==> config.mk <==
export PLATFORM = sky130hd
export DESIGN_NAME = corefifo_rd_ctrl
export DESIGN_NICKNAME = d
export VERILOG_FILES = /design/src/rtl/corefifo_rd_ctrl.sv
export SDC_FILE = /design/constraint.sdc
export NUM_CORES = 1
export LEC_CHECK = 0
export BUFFER_PORTS_ARGS = -buffer_cell sky130_fd_sc_hd__buf_2
export CAP_MARGIN = 20
export CORE_MARGIN = 10
export CORE_UTILIZATION = 50
export CTS_CLUSTER_SIZE = 28
export DETAILED_ROUTE_END_ITERATION = 6
export PLACE_DENSITY = 0.76
export SLEW_MARGIN = 25
export SYNTH_ARGS = -nofsm -noshare
export SYNTH_HDL_FRONTEND = slang
export SYNTH_SLANG_ARGS = --single-unit
export TNS_END_PERCENT = 5
==> constraint.sdc <==
create_clock -name clk -period 3.28 [get_ports clk]
set_input_delay 0.492 -clock clk [delete_from_list [all_inputs] [get_ports clk]]
set_output_delay 0.492 -clock clk [all_outputs]
set_load 0.02 [all_outputs]
==> src/rtl/corefifo_rd_ctrl.sv <==
// Read-side pointer/flag controller for a dual-clock FIFO: synchronizes the Gray write
// pointer into the read domain and owns the read pointer, empty flags and fill count.
module corefifo_rd_ctrl #(
  parameter int ADDRWIDTH   = 3,
  parameter int AEVAL       = 2,
  parameter int SYNC_STAGES = 2
) (
  input  logic                 clk,
  input  logic                 reset_n,
  input  logic                 re,
  input  logic [ADDRWIDTH:0]   wptr_gray_in,
  output logic [ADDRWIDTH:0]   rptr_gray_out,
  output logic [ADDRWIDTH-1:0] raddr,
  output logic                 mem_re,
  output logic                 empty,
  output logic                 aempty,
  output logic [ADDRWIDTH:0]   rd_cnt,
  output logic                 dvld,
  output logic                 underflow
);

  localparam int PW = ADDRWIDTH + 1;
  localparam logic [PW-1:0] AE_TH = PW'(AEVAL);

  function automatic logic [PW-1:0] gray2bin(input logic [PW-1:0] g);
    logic [PW-1:0] b;
    b[PW-1] = g[PW-1];
    for (int i = PW - 2; i >= 0; i--) begin
      b[i] = b[i+1] ^ g[i];
    end
    return b;
  endfunction

  function automatic logic [PW-1:0] bin2gray(input logic [PW-1:0] b);
    return b ^ (b >> 1);
  endfunction

  logic [SYNC_STAGES-1:0][PW-1:0] sync_q;
  logic [PW-1:0] wbin;
  logic [PW-1:0] rptr_bin_q, rptr_bin_d;
  logic [PW-1:0] rptr_gray_q;
  logic [PW-1:0] cnt_q, cnt_d;
  logic          empty_q, aempty_q, dvld_q, underflow_q;
  logic          rd_ok;

  // Synchronizer stage 0 samples the asynchronous pointer; the last stage feeds the decoder.
  always_ff @(posedge clk) begin
    if (!reset_n) begin
      sync_q <= '0;
    end else begin
      sync_q <= {sync_q[SYNC_STAGES-2:0], wptr_gray_in};
    end
  end

  // Reads are gated by reset so no memory access escapes while the pointers are being cleared.
  always_comb begin
    wbin       = gray2bin(sync_q[SYNC_STAGES-1]);
    rd_ok      = re & ~empty_q & reset_n;
    rptr_bin_d = rptr_bin_q + {{ADDRWIDTH{1'b0}}, rd_ok};
    cnt_d      = wbin - rptr_bin_d;
  end

  always_ff @(posedge clk) begin
    if (!reset_n) begin
      rptr_bin_q  <= '0;
      rptr_gray_q <= '0;
      cnt_q       <= '0;
      empty_q     <= 1'b1;
      aempty_q    <= 1'b1;
      dvld_q      <= 1'b0;
      underflow_q <= 1'b0;
    end else begin
      rptr_bin_q  <= rptr_bin_d;
      rptr_gray_q <= bin2gray(rptr_bin_d);
      cnt_q       <= cnt_d;
      empty_q     <= (cnt_d == '0);
      aempty_q    <= (cnt_d <= AE_TH);
      dvld_q      <= rd_ok;
      underflow_q <= re & empty_q;
    end
  end

  assign rptr_gray_out = rptr_gray_q;
  assign raddr         = rptr_bin_q[ADDRWIDTH-1:0];
  assign mem_re        = rd_ok;
  assign empty         = empty_q;
  assign aempty        = aempty_q;
  assign rd_cnt        = cnt_q;
  assign dvld          = dvld_q;
  assign underflow     = underflow_q;

endmodule

# After elaboration in Yosys (flattened, before gate mapping)
# Index checks and enable logic that the tools add are counted.
# totals
reg_bits	24
latchBits	0
ram_bits	0
rom_bits	0
inputBits	7
word_cells	21
mem_count	0
# op_classes
add_sub_neg	2
n_mul	0
div	0
magnitude_cmp	1
n_eq_ne	0
shifts	0
mux	0
bitwise	8
n_reduce_logical	1
# op_table
cell	n
4-bit by 1-bit adder with 4-bit output	1
4-bit by 2-bit less-or-equal comparator with 1-bit output (second input constant)	1
4-bit zero test	1
4-bit subtractor	1
4-bit by 3-bit bitwise XOR with 4-bit output	1
1-bit AND	3
1-bit bitwise XOR	3
1-bit NOT	1

# Depth between registers and ports, before layout
# depth
ltp_word	6
mapped_depth	11

# Worst setup path before layout
# Ideal clock, no wire load.
# synth_path
kind	input -> register
startpoint	input reset_n
endpoint	register empty_q, in the netlist empty
arrival_time_ns	2.841
required_ns	3.208
path_slack_ns	0.366
path_stages	9
path_cell_list	clkbuf_1 nand2_1 nor2_1 ha_1 ha_1 fa_1 or4_1 o2111ai_1 nor3b_2
# synth_between
elab_chain_cells	4
# synth_rtl
item	line	source
start, declared	9	input logic reset_n,
1-bit AND	58	rd_ok = re & ~empty_q & reset_n;
via mem_re	14	output logic mem_re,
4-bit by 1-bit adder with 4-bit output	59	rptr_bin_d = rptr_bin_q + {{ADDRWIDTH{1'b0}}, rd_ok};
via rptr_bin_d[1]	40	logic [PW-1:0] rptr_bin_q, rptr_bin_d;
4-bit subtractor	60	cnt_d = wbin - rptr_bin_d;
4-bit zero test	76	empty_q <= (cnt_d == '0);
end signal, assigned	76	
end, declared	43	logic empty_q, aempty_q, dvld_q, underflow_q;
# The timed path passes the listed nets, and every way through them passes these cells.
# A chain may end at the register's enable or synchronous reset.

# Worst setup path after layout
# layout_path
startpoint	register sync_q[7] in the netlist's numbering
endpoint	register empty_q, in the netlist empty
# layout_between
elab_chain_cells	5
# layout_rtl
item	line	source
start, declared	38	logic [SYNC_STAGES-1:0][PW-1:0] sync_q;
start signal, assigned	51	sync_q <= {sync_q[SYNC_STAGES-2:0], wptr_gray_in};
1-bit bitwise XOR (3 in a row)	29	b[i] = b[i+1] ^ g[i];
4-bit subtractor (*)	60	
4-bit zero test (*)	76	
# Mark *: on every way between the ends. The rest lies on a longest branch, timed or not.

==> impl_metrics.csv <==
group,metric,value,unit
clocking,cts.sinks,23,
global_routing,grt_start_max_net_pins,23,
yosys,yosysUniqueCellTypes,25,
global_routing,grt_remaining_overflow,0,
routing,final_antenna_net_count,0,
setup_path,cp.arrival,2.86,ns
clocking,cts_root_buffer,"clkbuf_4",
power_and_ir_drop,p_seq_share,52.8,%
setup_path,endpoint_kind,"flip-flop",
yosys,yosys-top-cells-area,"dfxtp_1 49%, and2_1 10%, xnor2_1 6.5%",
layout,utilization,62.94,%
routing,drt_iter0_markers,27,
die,die_area,4009,sq um
yosys,syn_inst,86,
setup_path,crit_required,3.53,ns
routing,vias,621,
setup_path,r2r_start,"sync_q[7]$_SDFF_PN0_",
sta,worstMarginPinSlew,0.4282,ns
yosys,synth_top_area_share,49.07,%
power_and_ir_drop,p_per_area,553.3,nW/um^2
power_and_ir_drop,pwr-share-comb,26.3,%
clocking,h-tree-depth,1,
die,rows,15,
sta,min_period,2.613,ns
die,dieHeight,63.32,microns
sta,finalSetupTns,0,ns
layout,syn_to_final_growth,17.07,%
setup_path,slowest_delay,0.52,ns
setup_path,rr_endpoint,"empty$_SDFF_PN1_",
sta,final.setup_skew,0.0006522,ns
sta,slew_viol_final,0,
routing,vias_per_cell,4.600,
yosys,synthArstFlopShare,0,%
place,gp_congestion,0.7236,
sta,fmax,382.7,MHz
routing,wire_per_inst,12.10,microns
yosys,synth_fp_nets,98,
global_routing,antenna_found_initial,0,
clocking,cts_setup_buffers,0,
clocking,insertion_delay,0.31,ns
routing,drc,0,
status,outcome,"complete, no violations",
power_and_ir_drop,power.internal,0.4237,mW
place,portBuffers,22,
place,dp_hpwl,1.315,mm
yosys,synth_warnings,0,
sta,rsz0062_at_grt,"no",
setup_path,worst_path_most_repeated_cell,"xor2_1",
yosys,synthTopCellsByCount,"23 x dfxtp_1, 15 x and2_1, 7 x xnor2_1",
sta,worst_slack,0.6668,ns
power_and_ir_drop,p_clk_share,20.8,%
setup_path,rr_worst_depth,8,
hold_path,hold_path_class,"in -> reg",
sta,setup_viol,0,
yosys,synth_edf_count,0,
yosys,ys_seq_elements,23,
yosys,synthesis.area,938.4,sq um
die,coreArea,1745,sq um
setup_path,cp-endpoint,"empty$_SDFF_PN1_",
setup_path,cpMaxStageDelayCell,"or4_1",
clocking,cts_tree,"built",
global_routing,grt_pass1_wl,2.760,mm
place,place_ws,0.4145,ns
sta,hold_viol,0,
layout,drive_gt1_share,27.27,%
clocking,path_clk_slew,0.11,ns
clocking,clk_path_buf_depth,2,
sta,timing.final.crit_share,79.67,%
yosys,yosysMostFrequentCell,"dfxtp_1",
clocking,numCtsBuffers,3,
die,ioPinCount,23,
hold_path,hold_start,"wptr_gray_in[2]",
routing,routed_wl,1.633,mm
layout,fillCellCount,150,
power_and_ir_drop,swShare,30.29,%
power_and_ir_drop,ir_drop,0.3080,mV
yosys,postSynthAreaPerCell,10.91,sq um
power_and_ir_drop,power_switching,0.1841,mW
power_and_ir_drop,p_leak,0.5339,nW
layout,num-nets-final,123,
run,max-cap-violations,0,
power_and_ir_drop,p_total,0.6078,mW
setup_path,setup.worst_path.start,"sync_q[7]$_SDFF_PN0_",
setup_path,cp_max_fo,5,
setup_path,regToRegSetupSlack,0.67,ns
yosys,seq_area_frac_synth,49.07,%
setup_path,path_cells,"xnor2_4 > xor2_1 > xor2_1 > ha_1 > fa_1 > or4_1 > o2111ai_1 > nor3b_2",
clocking,ctsHoldBuffers,0,
sta,relSlewSlack,71.25,%
die,start_util,53.76,%
die,die_w,63.32,microns
layout,diodes,0,
yosys,synth_ff_type,"dfxtp_1",
clocking,post_cts_resized,0,
setup_path,start_kind,"flip-flop",
setup_path,path_class,"reg -> reg",
global_routing,grt_pass1_vias,573,
global_routing,grt_usage,8.599,%
routing,first_pass_iters,4,
yosys,synth_area_leader_cell,"dfxtp_1",
[area by class of cell]
cell class | count | area [sq um] | share of cell area, %
multi-input cells | 56 | 451.7 | 41.12
flip-flops and latches | 23 | 460.4 | 41.91
well taps | 25 | 31.28 | 2.847
repair buffers | 22 | 110.1 | 10.02
clock buffers | 4 | 26.28 | 2.392
inverters | 5 | 18.77 | 1.708
[how the worst min path moves through the flow]
stage                                end  slack (ns)  depth (start not counted)
global placement    sync_q[7]$_SDFF_PN0_        0.42                          1
finish              sync_q[2]$_SDFF_PN0_        0.38                          2
global route        sync_q[1]$_SDFF_PN0_        0.36                          2
detailed placement  sync_q[5]$_SDFF_PN0_        0.42                          1
floorplan           sync_q[4]$_SDFF_PN0_        0.41                          1
CTS                 sync_q[2]$_SDFF_PN0_        0.37                          2
[stage by stage]
stage / std cells / instance area, sq um / hold WS (ns)
final: 135 / 1099 / 0.3801
after global routing: 135 / 1099 / 0.3597
after CTS: 135 / 1099 / 0.3727
after detailed placement: 131 / 1072 / 0.4232
after global placement: 131 / 1072 / 0.4171
after floorplan: 86 / 938.4 / 0.4119
[power by group through the flow]
stage / Clock [mW] / Sequential, mW / Combinational [mW]
finish: 0.127 / 0.321 / 0.160
global route: 0.147 / 0.325 / 0.177
CTS: 0.131 / 0.321 / 0.163
detailed placement: 0 / 0.328 / 0.163
global placement: 0 / 0.328 / 0.158
floorplan: 0 / 0.363 / 0.0777
[routing by layer]
layer / part of all wire (%) / up-vias / GRT usage [%]
li1: - / 321 / -
met1: 43 / 277 / 9.384
met2: 48 / 18 / 13.07
met3: 6.8 / 5 / 3.887
met4: 2.6 / 0 / 5.738
met5: 0 / - / 0
[sequential cells by signal, summed over array words and instances, names as in the netlist]
signal         cells
empty              1
aempty             1
sync_q             8
rptr_bin_q         4
dvld               1
underflow          1
rptr_gray_out      3
rd_cnt             4
[worst max-delay path, delay by kind of cell (launching register included)]
| kind | cells | cell delay [ns] |
|---|---|---|
| AOI/OAI and AO/OA | 1 | 0.12 |
| xor gates and xnor gates | 3 | 0.65 |
| adders and majority gates | 2 | 0.63 |
| DFF | 1 | 0.45 |
| and+or+nand+nor | 2 | 0.71 |
[cells in the final DEF (no fill, tap or decap)]
| cell | count |
|---|---|
| clkbuf_1 | 1 |
| and3_1 | 1 |
| xnor2_4 | 1 |
| nand2_1 | 3 |
| nor2_1 | 3 |
| or4_1 | 1 |
| nand4b_1 | 1 |
| and2_2 | 2 |
| dfxtp_1 | 23 |
| a21oi_1 | 2 |
| buf_2 | 22 |
| clkbuf_4 | 3 |
| a21boi_1 | 1 |
| nor2b_1 | 2 |
| ha_1 | 4 |
| xnor2_1 | 7 |
| xor2_1 | 4 |
| and2_1 | 15 |
| fa_1 | 1 |
| nor3b_2 | 1 |
| and3b_1 | 1 |
| nand3_1 | 2 |
| mux2i_1 | 1 |
| inv_1 | 5 |
| a21o_1 | 1 |
| xor2_2 | 1 |
| o2111ai_1 | 1 |
[cell families (layout without fill, tap and decap cells)]
family	after synthesis	after routing	synth area share, %
AO/OA/AOI/OAI	5	5	3.601
buffers and inverters	7	31	2.801
flip-flops	23	23	49.07
XOR/XNOR	13	13	14.93
multiplexers	1	1	1.067
AND/OR/NAND/NOR	32	32	21.07
adder cells (fa/ha/maj)	5	5	7.467
Note: power is estimated with default switching activity, not from simulation.
